**config.mk**
```make
export PLATFORM = sky130hd
export DESIGN_NAME = pid_core
export DESIGN_NICKNAME = d
export VERILOG_FILES = /design/src/rtl/pid_core.sv
export SDC_FILE = /design/constraint.sdc
export NUM_CORES = 1
export LEC_CHECK = 0
export ABC_AREA = 1
export BUFFER_PORTS_ARGS = -buffer_cell sky130_fd_sc_hd__buf_4
export CAP_MARGIN = 15
export CORE_MARGIN = 2
export CORE_UTILIZATION = 40
export CTS_BUF_LIST = sky130_fd_sc_hd__clkbuf_4
export DETAILED_ROUTE_END_ITERATION = 16
export HOLD_SLACK_MARGIN = 0.05
export PLACE_DENSITY = 0.67
export SYNTH_ARGS = -nofsm -noshare
export SYNTH_HDL_FRONTEND = slang
export SYNTH_SLANG_ARGS = --single-unit
```
**constraint.sdc**
```tcl
create_clock -name clk -period 4.9 [get_ports clk]
set_input_delay 0.98 -clock clk [delete_from_list [all_inputs] [get_ports clk]]
set_output_delay 0.98 -clock clk [all_outputs]
set_load 0.02 [all_outputs]
```
**src/rtl/pid_core.sv**
```systemverilog
// pid_core: sequential PID controller producing an unsigned DAC code.
// Each accepted start computes e = setpoint - meas and de = e - e_prev,
// forms kp*e, ki*e and kd*de with a shared GAIN_W-cycle shift-add multiplier,
// updates a saturating integrator and clips the sum into 0 .. 2^DATA_W-1.
// Fixed latency: done rises 3*GAIN_W+3 edges after the edge that accepts start.
// Optional feature macro: PID_ANTIWINDUP_EN (integrator holds while the
// previous result was clipped in the direction the error is still pushing).
// Parameter legality: ACC_W >= DATA_W+GAIN_W+2.

module pid_core #(
  parameter int DATA_W = 8,
  parameter int GAIN_W = 4,
  parameter int ACC_W  = 16
) (
  input  logic              clk,
  input  logic              reset,
  input  logic              en,
  input  logic              start,
  input  logic [DATA_W-1:0] setpoint,
  input  logic [DATA_W-1:0] meas,
  input  logic [GAIN_W-1:0] kp,
  input  logic [GAIN_W-1:0] ki,
  input  logic [GAIN_W-1:0] kd,
  input  logic              clr_i,
  output logic              busy,
  output logic              done,
  output logic [DATA_W-1:0] out,
  output logic              sat
);

  // error, error delta, product, control sum and step counter widths
  localparam int EW = DATA_W + 1;
  localparam int DW = DATA_W + 2;
  localparam int PW = DATA_W + GAIN_W + 2;
  localparam int UW = ACC_W + 2;
  localparam int CW = (GAIN_W > 1) ? $clog2(GAIN_W) : 1;

  typedef enum logic [2:0] {
    IDLE  = 3'd0,
    ERR   = 3'd1,
    MUL_P = 3'd2,
    MUL_I = 3'd3,
    MUL_D = 3'd4,
    SUM   = 3'd5,
    DONE  = 3'd6
  } state_t;

  // Saturate an ACC_W+1 bit sum into the ACC_W integrator range instead of wrapping.
  function automatic logic signed [ACC_W-1:0] sat_acc(input logic signed [ACC_W:0] v);
    logic signed [ACC_W-1:0] res;
    if (v[ACC_W] != v[ACC_W-1]) begin
      if (v[ACC_W]) begin
        res = {1'b1, {(ACC_W-1){1'b0}}};
      end else begin
        res = {1'b0, {(ACC_W-1){1'b1}}};
      end
    end else begin
      res = v[ACC_W-1:0];
    end
    return res;
  endfunction

  state_t                   r_state;
  state_t                   w_next_state;

  logic                     r_busy;
  logic                     r_done;
  logic [DATA_W-1:0]        r_out;
  logic                     r_sat;

  logic signed [EW-1:0]     r_e;
  logic signed [EW-1:0]     r_e_prev;
  logic signed [DW-1:0]     r_de;
  logic signed [ACC_W-1:0]  r_i_acc;

  // shift-add multiplier: multiplicand shifts left, gain shifts right
  logic signed [PW-1:0]     r_mcand;
  logic [GAIN_W-1:0]        r_mult;
  logic signed [PW-1:0]     r_prod;
  logic [CW-1:0]            r_cnt;

  logic signed [PW-1:0]     r_p_prod;
  logic signed [PW-1:0]     r_i_prod;
  logic signed [PW-1:0]     r_d_prod;
  logic signed [UW-1:0]     r_u;

  logic signed [EW-1:0]     w_e;
  logic signed [DW-1:0]     w_de;
  logic                     w_last_step;
  logic signed [PW-1:0]     w_prod_next;
  logic signed [ACC_W:0]    w_isum;
  logic                     w_hold;
  logic signed [ACC_W-1:0]  w_i_new;
  logic signed [UW-1:0]     w_u;
  logic [DATA_W-1:0]        w_clip_out;
  logic                     w_clip_sat;

  assign busy = r_busy;
  assign done = r_done;
  assign out  = r_out;
  assign sat  = r_sat;

  // State register; reset wins over any pending start.
  always_ff @(posedge clk) begin
    if (reset) begin
      r_state <= IDLE;
    end else begin
      r_state <= w_next_state;
    end
  end

  // Next-state logic: each multiply phase runs GAIN_W steps, all others one cycle.
  always_comb begin
    w_next_state = r_state;
    case (r_state)
      IDLE: begin
        if (start && en) begin
          w_next_state = ERR;
        end else begin
          w_next_state = IDLE;
        end
      end
      ERR: w_next_state = MUL_P;
      MUL_P: begin
        if (w_last_step) begin
          w_next_state = MUL_I;
        end else begin
          w_next_state = MUL_P;
        end
      end
      MUL_I: begin
        if (w_last_step) begin
          w_next_state = MUL_D;
        end else begin
          w_next_state = MUL_I;
        end
      end
      MUL_D: begin
        if (w_last_step) begin
          w_next_state = SUM;
        end else begin
          w_next_state = MUL_D;
        end
      end
      SUM:     w_next_state = DONE;
      DONE:    w_next_state = IDLE;
      default: w_next_state = IDLE;
    endcase
  end

  // Arithmetic: error terms, one multiplier step, integrator update and output clip.
  always_comb begin
    w_e         = $signed({1'b0, setpoint}) - $signed({1'b0, meas});
    w_de        = DW'(w_e) - DW'(r_e_prev);
    w_last_step = (r_cnt == CW'(GAIN_W - 1));
    if (r_mult[0]) begin
      w_prod_next = r_prod + r_mcand;
    end else begin
      w_prod_next = r_prod;
    end
    w_isum = (ACC_W+1)'(r_i_acc) + (ACC_W+1)'(r_i_prod);
`ifdef PID_ANTIWINDUP_EN
    // Freeze the integrator while the last output was pinned at a rail
    // and the error keeps pushing further into that rail.
    w_hold = r_sat &&
             (((r_out == {DATA_W{1'b1}}) && !r_e[EW-1] && (r_e != {EW{1'b0}})) ||
              ((r_out == {DATA_W{1'b0}}) && r_e[EW-1]));
`else
    w_hold = 1'b0;
`endif
    if (w_hold) begin
      w_i_new = r_i_acc;
    end else begin
      w_i_new = sat_acc(w_isum);
    end
    w_u = UW'(r_p_prod) + UW'(w_i_new) + UW'(r_d_prod);
    if (r_u[UW-1]) begin
      w_clip_out = {DATA_W{1'b0}};
      w_clip_sat = 1'b1;
    end else if (|r_u[UW-2:DATA_W]) begin
      w_clip_out = {DATA_W{1'b1}};
      w_clip_sat = 1'b1;
    end else begin
      w_clip_out = r_u[DATA_W-1:0];
      w_clip_sat = 1'b0;
    end
  end

  // Datapath and registered outputs, sequenced by the current state.
  always_ff @(posedge clk) begin
    if (reset) begin
      r_busy   <= 1'b0;
      r_done   <= 1'b0;
      r_out    <= {DATA_W{1'b0}};
      r_sat    <= 1'b0;
      r_e      <= {EW{1'b0}};
      r_e_prev <= {EW{1'b0}};
      r_de     <= {DW{1'b0}};
      r_i_acc  <= {ACC_W{1'b0}};
      r_mcand  <= {PW{1'b0}};
      r_mult   <= {GAIN_W{1'b0}};
      r_prod   <= {PW{1'b0}};
      r_cnt    <= {CW{1'b0}};
      r_p_prod <= {PW{1'b0}};
      r_i_prod <= {PW{1'b0}};
      r_d_prod <= {PW{1'b0}};
      r_u      <= {UW{1'b0}};
    end else begin
      r_done <= 1'b0;
      case (r_state)
        IDLE: begin
          // clear lands on the same edge that may accept start, so ERR sees e_prev = 0
          if (clr_i) begin
            r_i_acc  <= {ACC_W{1'b0}};
            r_e_prev <= {EW{1'b0}};
          end
          if (start && en) begin
            r_busy <= 1'b1;
          end
        end
        ERR: begin
          r_e     <= w_e;
          r_de    <= w_de;
          r_mcand <= PW'(w_e);
          r_mult  <= kp;
          r_prod  <= {PW{1'b0}};
          r_cnt   <= {CW{1'b0}};
        end
        MUL_P: begin
          if (w_last_step) begin
            r_p_prod <= w_prod_next;
            r_mcand  <= PW'(r_e);
            r_mult   <= ki;
            r_prod   <= {PW{1'b0}};
            r_cnt    <= {CW{1'b0}};
          end else begin
            r_prod  <= w_prod_next;
            r_mcand <= r_mcand <<< 1;
            r_mult  <= r_mult >> 1;
            r_cnt   <= r_cnt + 1'b1;
          end
        end
        MUL_I: begin
          if (w_last_step) begin
            r_i_prod <= w_prod_next;
            r_mcand  <= PW'(r_de);
            r_mult   <= kd;
            r_prod   <= {PW{1'b0}};
            r_cnt    <= {CW{1'b0}};
          end else begin
            r_prod  <= w_prod_next;
            r_mcand <= r_mcand <<< 1;
            r_mult  <= r_mult >> 1;
            r_cnt   <= r_cnt + 1'b1;
          end
        end
        MUL_D: begin
          if (w_last_step) begin
            r_d_prod <= w_prod_next;
            r_prod   <= {PW{1'b0}};
            r_cnt    <= {CW{1'b0}};
          end else begin
            r_prod  <= w_prod_next;
            r_mcand <= r_mcand <<< 1;
            r_mult  <= r_mult >> 1;
            r_cnt   <= r_cnt + 1'b1;
          end
        end
        SUM: begin
          r_i_acc  <= w_i_new;
          r_u      <= w_u;
          r_e_prev <= r_e;
        end
        DONE: begin
          r_done <= 1'b1;
          r_busy <= 1'b0;
          r_out  <= w_clip_out;
          r_sat  <= w_clip_sat;
        end
        default: begin
          r_busy <= 1'b0;
        end
      endcase
    end
  end

endmodule

```
# --- Word level (Yosys, flattened, before mapping) ---
# Cells that the tools add are included.
totals:
  regBits: 152
  input_bits: 33
  out_inout_bits: 11
classes:
  addsub: 7
  eq_ne: 11
  n_mux: 31
  bitwise: 1
  reduce_logical: 14
op_table:
  columns: ["cell", "count"]
  rows:
  - ["$mux 14", 5]
  - ["$pmux 14 s4", 1]
  - ["$mux 16", 3]
  - ["$pmux 16 s2", 1]
  - ["$pmux 14 s2", 1]
  - ["$add 17x14->18", 1]
  - ["$pmux 3 s6", 1]
  - ["$pmux 9 s2", 1]
  - ["$add 14x16->17", 1]
  - ["$add 16x14->17", 1]
  - ["$mux 8", 2]
  - ["$pmux 4 s4", 1]
  - ["$add 14x14->14", 1]
  - ["$mux 4", 3]
  - ["$reduce_and 2->1", 6]
  - ["$sub 9x9->10", 1]
  - ["$eq 3x3->1 const B", 3]
  - ["$mux 9", 1]
  - ["$reduce_or 9->1", 1]
  - ["$sub 8x8->9", 1]
  - ["$mux 1", 7]
  - ["$eq 3x2->1 const B", 2]
  - ["$ne 2x2->1 const B", 3]
  - ["$reduce_or 5->1", 1]
  - ["14 further kinds", 15]

# --- Longest topological paths before layout ---
# Gate-level depths: netlist (run 1).
depth:
  depth_word: 5
  ltp_mapped: 30
  ltp_nobuf: 29

# --- Worst setup path before layout (run 1) ---
# Ideal clock, no wire load.
synth_timing:
  kind: "register to register"
  startpoint: "reg r_i_acc[0]"
  endpoint: "reg r_u[13]"
  arrival_ns: 3.871
  slack_ns: 0.916
  path_stages_with_launch: 30
  path_buffers: 1
  synth_period_minus_slack_ns: 3.984
  path_cell_list: "dfxtp_1 -> ha_1 -> fa_1 -> nand2_1 -> nand2_1 -> nand3_1 -> nand2_2 -> nand2_2 -> nand2_1 -> nand2_1 -> nand2_2 -> nand2_4 -> buf_6 -> nand2_1 -> o21ai_0 -> fa_1 -> ha_1 -> fa_1 -> nand3_1 -> nand2_1 -> a21oi_1 -> inv_1 -> nand2_1 -> nand2_1 -> nand2_1 -> nand2_1 -> nand2_1 -> nand2_1 -> o21bai_1 -> inv_1"
synth_via:
  elab_chain_len: 5
  elab_cells_between_ends: 6
synth_lines:
  columns: ["element", "line", "text"]
  rows:
  - ["start, declared", "74", "logic signed [ACC_W-1:0] r_i_acc;"]
  - ["start signal, assigned", "199", "r_i_acc <= {ACC_W{1'b0}};"]
  - ["start signal, assigned", "214", "r_i_acc <= {ACC_W{1'b0}};"]
  - ["start signal, assigned", "270", "r_i_acc <= w_i_new;"]
  - ["$add 16x14->17 (*)", "161", "w_isum = (ACC_W+1)'(r_i_acc) + (ACC_W+1)'(r_i_prod);"]
  - ["$mux 16 / $ne 1x1->1 (equally long branches)", "52, 51", null]
  - ["$mux 16 (*)", "51", "if (v[ACC_W] != v[ACC_W-1]) begin"]
  - ["$add 14x16->17 (*)", "176", "w_u = UW'(r_p_prod) + UW'(w_i_new) + UW'(r_d_prod);"]
  - ["$add 17x14->18 (*)", "176", null]
  - ["end signal, assigned", "207", "r_u <= {UW{1'b0}};"]
  - ["end signal, assigned", "271", "r_u <= w_u;"]
  - ["end, declared", "85", "logic signed [UW-1:0] r_u;"]
# Every way passes the cells marked *; elsewhere a longest branch is shown, timed or not.
# A chain may end at the register's enable or synchronous reset.

# --- Worst setup path in the final report (run 1) ---
# Same ends and word-level chain as after synthesis.

==> results of run 1 <==
## per-stage QoR
stage / cell area, sq um / util / setup WS (ns) / total power, uW / hold slack (ns)
floorplan: 9830 / - / 0.916 / 1570 / 0.429
global placement: 10400 / 0.428 / 0.634 / 1670 / 0.448
detailed placement: 10400 / 0.428 / 0.505 / 1680 / 0.454
CTS: 10700 / 0.440 / 0.501 / 2510 / 0.474
global route: 10700 / 0.441 / 0.164 / 2610 / 0.490
finish: 10700 / 0.441 / 0.505 / 2490 / 0.469
## registers in the layout, indices dropped and copies added (netlist names), 2 cells and up
signal and flops:
out 8, r_i_prod 14, r_state 3, r_p_prod 14
r_cnt 2, r_u 18, r_prod 14, r_d_prod 14
r_de 10, r_mult 4, r_e 9, r_mcand 14
r_e_prev 9, r_i_acc 16
## layout make-up
type                       count  area, sq um
antenna                        1         2.50
clock buffer                  19          143
clock inverter                13          153
fill                        2518        13600
inverter                     245          922
multi-input combinational    994         5650
sequential                   152         3040
tap                          324          405
timing repair buffer          48          377
## worst paths after layout
| kind | end | cells past startpoint | slack, ns | from |
|---|---|---|---|---|
| hold / removal | r_e_prev[8]$_SDFFE_PP0P_ | 2 | 0.47 | r_e_prev[8]$_SDFFE_PP0P_ |
| setup / recovery | r_u[13]$_SDFFE_PP0P_ | 28 | 0.50 | r_i_acc[0]$_SDFFE_PP0P_ |
| hold reg to reg | r_e_prev[8]$_SDFFE_PP0P_ | 2 | 0.47 | r_e_prev[8]$_SDFFE_PP0P_ |
| setup reg to reg | r_u[13]$_SDFFE_PP0P_ | 28 | 0.50 | r_i_acc[0]$_SDFFE_PP0P_ |
## synth_stat cells (6+ instances only)
master	number
nand2_1	355
inv_1	231
a21oi_1	156
dfxtp_1	152
o21ai_0	116
nand3_1	71
ha_1	63
nor2_1	63
clkbuf_1	29
o21bai_1	24
xor2_1	22
fa_1	21
buf_2	14
inv_2	12
xnor2_1	11
a31oi_1	10
nor3_1	8
a21o_1	7
or2_2	7
nand2_2	6
## routing by layer
| metal | vias up | GRT usage | routed length (um) |
|---|---|---|---|
| met1 | 4112 | 0.254 | 11700 |
| li1 | 4660 | - | - |
| met4 | 0 | 0.0467 | 316 |
| met3 | 24 | 0.0323 | 1010 |
| met5 | - | 0 | 0 |
| met2 | 168 | 0.343 | 11900 |
## cell families after synthesis
group / synth area share
AOI/OAI and AO/OA: 0.195
xor gates and xnor gates: 0.0294
adders and majority gates: 0.123
buffers and inverters: 0.116
DFF: 0.309
and+or+nand+nor: 0.227
## worst max-delay path, delay by kind of cell (launching register included)
| kind | cells | cell delay, ns |
|---|---|---|
| AOI/OAI and AO/OA | 3 | 0.64 |
| adders and majority gates | 5 | 1.74 |
| and+or+nand+nor | 18 | 1.45 |
| buffers and inverters | 2 | 0.14 |
| DFF | 1 | 0.34 |
## report_power, final
part	total, uW	switching (uW)	internal (uW)
clock network	836	476	361
registers	1290	25.4	1270
logic	365	235	129
==> flow_summary.toml, run 1 <==
[status]
status = "complete, no violations"

[die]
die-area_sq_um = 25900
ios = 44
rows = 57
die_h_um = 161
core_sq_um = 24200
initial_utilization = 0.405
die_w_um = 161

[worst_setup_path]
cp_max_fo = 18
crit_top_cell = "nand2_1"
cp_data_arrival_time_ns = 4.88
path_class = "flip-flop to flip-flop"
critPathLaunchType = "flip-flop"
slowest_delay_ns = 0.46
critPathCaptureType = "flip-flop"
crit_required_ns = 5.38
cp_slowest_cell = "fa_1"

[cts]
root_buffer = "clkbuf_4"
hold_buffers = 0
cts_tree = "yes"
clockBufferDepth = 2
cts_buffers = 17
clock_latency_ns = 0.57
cts_setup_buffers = 0
h-tree-depth = 4
clock_sinks = 152
cts-resized-gates = 0
path_clk_slew_ns = 0.14

[synthesis]
synth_area_per_cell_sq_um = 6.84
yosysUniqueCellTypes = 46
seq_area_frac_synth = 0.309
synth_edf_count = 0
ys.warnings.count = 0
synth_area_sq_um = 9830
synth.area.top_cells = "dfxtp_1 (31%), nand2_1 (14%), inv_1 (8.8%)"
postSynthCellCount = 1438
yosysTopAreaCellShare = 0.309
synth_top_area_cell = "dfxtp_1"
ys_async_sr_fraction = 0
ys_ff_latch = 152
synth_fp_nets = 1555
synth_flop_cell = "dfxtp_1"

[sta]
period_share = 0.897
tns_ns = 0
rsz0062_at_grt = "false"
worst_pin_slew_ns = 0.985
maxSlewHeadroom = 0.343
fmax_mhz = 228
maxSlewViolCount = 0
hold_violations = 0
skew_ns = 0.0219
period_needed_ns = 4.40
setup-violations-final = 0

[detailed_routing]
ant_nets = 0
num_vias = 8964
wirelength_um = 25000
drc = 0
wl_per_cell_um = 13.9
viasPerCell = 4.99
drtIter0Drc = 562
drt_pass1_iterations = 5

[pwr]
p_leak_uw = 0.00536
max-vdd-ir-drop_mv = 0.112
p_per_area_nw_per_um2 = 233

[global_routing]
grt-ovfl-total = 0
first_global_vias = 8474
grt_pass1_wl_um = 41500
antenna_found_initial = 1
grtUsageTotal = 0.196
grt_max_degree = 79

[job]
drv_cap = 0

[layout]
instances_no_fill = 1796
finalNetCount = 1575
layout_common_cells = "nand2_1 (355), inv_1 (230), a21oi_1 (156), dfxtp_1 (152), o21ai_0 (116)"
final_common_cell = "nand2_1"
drive_gt1_frac = 0.0809
syn_to_final_growth_pct = 8.79

[placement]
dpl.hpwl_um = 18200
gp_congestion = 0.892
io_buffers = 43
place_inst = 1761

[worst_hold_path]
holdCritPathClass = "flip-flop to flip-flop"
No activity file was read; power rests on OpenSTA's default activity.
==> run 2: changes to the inputs <==
--- a/config.mk
+++ b/config.mk
@@ -8,9 +8,11 @@
 export ABC_AREA = 1
 export BUFFER_PORTS_ARGS = -buffer_cell sky130_fd_sc_hd__buf_4
 export CAP_MARGIN = 15
+export CORE_ASPECT_RATIO = 1.1
 export CORE_MARGIN = 2
 export CORE_UTILIZATION = 40
 export CTS_BUF_LIST = sky130_fd_sc_hd__clkbuf_4
+export CTS_CLUSTER_SIZE = 28
 export DETAILED_ROUTE_END_ITERATION = 16
 export HOLD_SLACK_MARGIN = 0.05
 export PLACE_DENSITY = 0.67
==> run 2 against run 1 <==
Via count is 0.69% higher. Flip-flop and latch count stayed put. Fmax is 0.17% lower. Sequential share of layout area hardly changed. Largest cell class unchanged. Highest routed layer unchanged. Critical endpoint unchanged. Clock skew hardly changed. Combinational power is 2% lower. Clock-buffer cell count is 1 lower. Final cell count is 0.72% lower. Critical path type unchanged. Die area hardly changed. Clock power is 3.8% higher. First-iteration DRC count is 4.6% higher. Routed wire length is 1.9% higher.
==> flow_summary.toml, run 2 (same netlist as run 1, synthesis figures left out) <==
[sta]
maxSlewHeadroom = 0.222
period_share = 0.899
period_needed_ns = 4.40
rsz0062_at_grt = "false"
skew_ns = 0.0222
maxSlewViolCount = 0
worst_pin_slew_ns = 1.16
fmax_mhz = 227
setup-violations-final = 0
hold_violations = 0
tns_ns = 0

[cts]
cts-resized-gates = 0
cts_buffers = 17
clock_latency_ns = 0.58
hold_buffers = 0
cts_setup_buffers = 0
root_buffer = "clkbuf_4"
clock_sinks = 152
path_clk_slew_ns = 0.14
h-tree-depth = 4
cts_tree = "yes"
clockBufferDepth = 2

[layout]
syn_to_final_growth_pct = 8.64
finalNetCount = 1576
final_area_sq_um = 10700
largest_reg_flops = 18
final_common_cell = "nand2_1"
fillers = 2602
drive_gt1_frac = 0.0808
layout_common_cells = "nand2_1 (355), inv_1 (230), a21oi_1 (156), dfxtp_1 (152), o21ai_0 (116)"
top_regs = "r_u x18, r_i_acc x16"
regMostFlops = "r_u"

[worst_setup_path]
reg2reg_to = "r_u[13]$_SDFFE_PP0P_"
crit_required_ns = 5.39
regToRegStartpoint = "r_i_acc[0]$_SDFFE_PP0P_"
slowest_delay_ns = 0.46
timing.critical_path.to = "r_u[13]$_SDFFE_PP0P_"
crit_start = "r_i_acc[0]$_SDFFE_PP0P_"
critPathLaunchType = "flip-flop"
cp_slowest_cell = "fa_1"
critPathCaptureType = "flip-flop"
path_class = "flip-flop to flip-flop"
cp_max_fo = 18
crit_top_cell = "nand2_1"
r2r_slack_ns = 0.50
cp_data_arrival_time_ns = 4.90
ff2ff_path_depth = 28

[pwr]
p_sw_frac = 0.302
p_int_uw = 1760
pwr-share-comb = 0.142
p_clk_frac = 0.344
seq_power_share = 0.513
p_per_area_nw_per_um2 = 236
max-vdd-ir-drop_mv = 0.143
p_leak_uw = 0.00537
switchingPower_uw = 761

[detailed_routing]
num_vias = 9026
drc = 0
ant_nets = 0
drt_pass1_iterations = 5
drtIter0Drc = 588
wl_per_cell_um = 14.3
wirelength_um = 25500
viasPerCell = 5.06

[placement]
dpl.hpwl_um = 18700
io_buffers = 43
place_area_sq_um = 10400
gp_congestion = 0.934

[die]
ios = 44
die_w_um = 153
initial_utilization = 0.404
die_h_um = 168
die-area_sq_um = 25900
core_sq_um = 24300
rows = 60

[job]
drv_cap = 0

[status]
status = "complete, no violations"

[global_routing]
grt_max_degree = 62
first_global_vias = 8693
antenna_found_initial = 1
grt-ovfl-total = 0
grt_pass1_wl_um = 42200
grtUsageTotal = 0.199

[worst_hold_path]
holdCritPathClass = "flip-flop to flip-flop"
## run 2: cell types whose count changed in the layout (fill, tap and decap cells not counted), sizes merged
cell      change
clkbuf        -1
clkinv        +1
buf           +1
inv           +2
clkinvlp      -2
## run 2: power groups by stage
stage	registers (uW)	clock network, uW	logic, uW
2_1_floorplan	1310	0	263
3_3_place_gp	1320	0	351
3_5_place_dp	1320	0	356
4_1_cts	1290	888	358
5_1_grt	1300	938	404
6_report	1290	868	359
## run 2: through the flow
stage / power (uW) / util / setup slack, ns / std cells / hold slack, ns
detailed placement: 1680 / 0.426 / 0.542 / 1750 / 0.453
finish: 2520 / 0.439 / 0.497 / 1783 / 0.469
floorplan: 1570 / - / 0.916 / 1438 / 0.429
global route: 2640 / 0.439 / 0.0816 / 1783 / 0.481
CTS: 2540 / 0.439 / 0.557 / 1782 / 0.472
global placement: 1670 / 0.426 / 0.579 / 1750 / 0.449
## run 2: area by class of cell
type	count	area [sq um]	area share
Sequential cell	152	3040	0.285
Clock buffer	18	135	0.0127
Tap cell	310	388	0.0363
Inverter	245	922	0.0863
Antenna cell	1	2.50	0.000234
Timing Repair Buffer	49	368	0.0344
Multi-Input combinational cell	994	5650	0.529
Clock inverter	14	171	0.0160
## run 2: routing by layer
metal / part of all wire / vias to the layer above / wire (um) / global-route usage
li1: - / 4681 / - / -
met1: 0.45 / 4100 / 11400 / 0.245
met2: 0.48 / 204 / 12300 / 0.357
met3: 0.039 / 41 / 986 / 0.0242
met4: 0.031 / 0 / 778 / 0.0734
met5: 0 / - / 0 / 0
## run 2: critical path, delay by kind of cell (launching register included)
| family | cells | cell delay (ns) |
|---|---|---|
| AO/OA/AOI/OAI | 3 | 0.66 |
| adder cells (fa/ha/maj) | 5 | 1.74 |
| buffers and inverters | 2 | 0.14 |
| flip-flops | 1 | 0.33 |
| AND/OR/NAND/NOR | 18 | 1.46 |
## run 2: worst min-delay path by stage
stage / cells after the start / slack [ns] / end / startpoint
global route: 2 / 0.48 / r_e_prev[7]$_SDFFE_PP0P_ / r_e[7]$_SDFFE_PP0P_
detailed placement: 2 / 0.45 / r_e_prev[8]$_SDFFE_PP0P_ / r_e_prev[8]$_SDFFE_PP0P_
finish: 2 / 0.47 / r_e_prev[8]$_SDFFE_PP0P_ / r_e_prev[8]$_SDFFE_PP0P_
floorplan: 1 / 0.43 / r_cnt[0]$_SDFFE_PP0P_ / r_cnt[0]$_SDFFE_PP0P_
CTS: 2 / 0.47 / r_e_prev[8]$_SDFFE_PP0P_ / r_e_prev[8]$_SDFFE_PP0P_
global placement: 2 / 0.45 / r_e_prev[5]$_SDFFE_PP0P_ / r_e_prev[5]$_SDFFE_PP0P_
==> run 3: changes to the inputs <==
--- a/config.mk
+++ b/config.mk
@@ -11,7 +11,7 @@
 export CORE_ASPECT_RATIO = 1.1
 export CORE_MARGIN = 2
 export CORE_UTILIZATION = 40
-export CTS_BUF_LIST = sky130_fd_sc_hd__clkbuf_4
+export CTS_CLUSTER_DIAMETER = 80
 export CTS_CLUSTER_SIZE = 28
 export DETAILED_ROUTE_END_ITERATION = 16
 export HOLD_SLACK_MARGIN = 0.05
==> run 3 against run 2 <==
Combinational power is essentially flat. Critical endpoint unchanged. Sequential power hardly changed. Fmax shrank 1.0%. Critical path type unchanged. First-iteration DRC count is 1.2% higher. Clock power up 62%.
==> flow_summary.toml, run 3 (same netlist as run 1, synthesis figures left out) <==
[layout]
postLayoutCoreUtil = 0.452
final_common_cell = "nand2_1"
top_regs = "r_u x18, r_i_acc x16"
largest_reg_flops = 18
antenna_cells = 0
finalNetCount = 1576
syn_to_final_growth_pct = 11.8
layout_common_cells = "nand2_1 (355), inv_1 (230), a21oi_1 (156), dfxtp_1 (152), o21ai_0 (116)"
regMostFlops = "r_u"
drive_gt1_frac = 0.0815

[detailed_routing]
drt_pass1_iterations = 5
wl_met2_um = 12200
top_layer = "met4"
drtIter0Drc = 595
wl_met3_um = 1000
wl_per_cell_um = 14.4
ant_nets = 0
drc = 0
wirelength_um = 25700
wl_met1_um = 11600
num_vias = 9094
viasPerCell = 5.10

[cts]
h-tree-depth = 4
clock_latency_ns = 0.44
clock_sinks = 152
clockBufferDepth = 2
cts_tree = "yes"
hold_buffers = 0
cts-resized-gates = 0
path_clk_slew_ns = 0.07
cts_setup_buffers = 0
root_buffer = "clkbuf_16"
cts_buffers = 17

[placement]
dpl.hpwl_um = 18700
gp_congestion = 0.934
io_buffers = 43

[sta]
setup-violations-final = 0
period_needed_ns = 4.45
worst_pin_slew_ns = 1.19
maxSlewViolCount = 0
hold_violations = 0
skew_ns = 0.00951
maxSlewHeadroom = 0.204
tns_ns = 0
period_share = 0.908
fmax_mhz = 225
rsz0062_at_grt = "false"

[worst_setup_path]
cp_slowest_cell = "fa_1"
path_class = "flip-flop to flip-flop"
critPathCaptureType = "flip-flop"
slowest_delay_ns = 0.46
cp_data_arrival_time_ns = 4.79
ff2ff_path_depth = 28
cp_max_fo = 18
crit_top_cell = "nand2_1"
critPathLaunchType = "flip-flop"
crit_required_ns = 5.24

[pwr]
seq_power_share = 0.422
p_leak_uw = 0.00551
max-vdd-ir-drop_mv = 0.177
p_sw_frac = 0.271
p_per_area_nw_per_um2 = 278
switchingPower_uw = 829
p_clk_frac = 0.460
p_int_uw = 2230
pwr-share-comb = 0.118

[die]
rows = 60
initial_utilization = 0.404
die_w_um = 153
die-area_sq_um = 25900
die_h_um = 168
ios = 44
core_sq_um = 24300

[global_routing]
antenna_found_initial = 0
grtUsageTotal = 0.201
first_global_vias = 8794
grt_pass1_wl_um = 42400
grt-ovfl-total = 0
grt_max_degree = 62

[worst_hold_path]
holdCritPathClass = "flip-flop to flip-flop"
worstHoldPathCells = 2

[job]
drv_cap = 0

[status]
status = "complete, no violations"
run 3: cell count changes in the layout (fill, tap and decap cells not counted):
cell / previous run / this run
diode_2: 1 / 0
clkbuf_4: 18 / 0
clkbuf_16: 0 / 17
clkbuf_8: 0 / 2
clkbuf_1: 0 / 1
clkinv_1: 4 / 2
run 3: routing by layer:
metal  up-vias  track usage
met1      4158        0.244
li1       4671            -
met4         0       0.0814
met2       212        0.355
met3        53       0.0317
met5         -            0
run 3: worst max-delay path: cells and delay by family, from the launching register on:
family | cells | cell delay [ns]
adders and majority gates | 5 | 1.75
and+or+nand+nor | 18 | 1.46
AOI/OAI and AO/OA | 3 | 0.67
DFF | 1 | 0.31
buffers and inverters | 2 | 0.14
run 3: power by group through the flow:
stage / Combinational [uW] / Sequential [uW] / Clock [uW]
6_report: 360 / 1290 / 1410
5_1_grt: 404 / 1290 / 1480
4_1_cts: 358 / 1290 / 1430
3_5_place_dp: 356 / 1320 / 0
3_3_place_gp: 351 / 1320 / 0
2_1_floorplan: 263 / 1310 / 0
run 3: worst paths after layout:
check | startpoint | to | slack (ns)
min | r_e_prev[8]$_SDFFE_PP0P_ | r_e_prev[8]$_SDFFE_PP0P_ | 0.46
max | r_i_acc[0]$_SDFFE_PP0P_ | r_u[13]$_SDFFE_PP0P_ | 0.45
min reg2reg | r_e_prev[8]$_SDFFE_PP0P_ | r_e_prev[8]$_SDFFE_PP0P_ | 0.46
max reg2reg | r_i_acc[0]$_SDFFE_PP0P_ | r_u[13]$_SDFFE_PP0P_ | 0.45
run 3: cell type report:
type	instances	area, sq um
clock buffer	20	457
clock inverter	12	164
fill	2555	13300
inverter	245	922
multi-input combinational	994	5650
sequential	152	3040
tap	310	388
timing repair buffer	49	368
run 3: through the flow:
step	std cells	total power, uW	area, sq um	worst slack, ns	hold WS, ns
after floorplan	1438	1570	9830	0.916	0.429
after global placement	1750	1670	10400	0.579	0.449
after detailed placement	1750	1680	10400	0.542	0.453
after CTS	1782	3080	11000	0.500	0.463
after global routing	1782	3180	11000	0.0381	0.473
final	1782	3060	11000	0.451	0.459
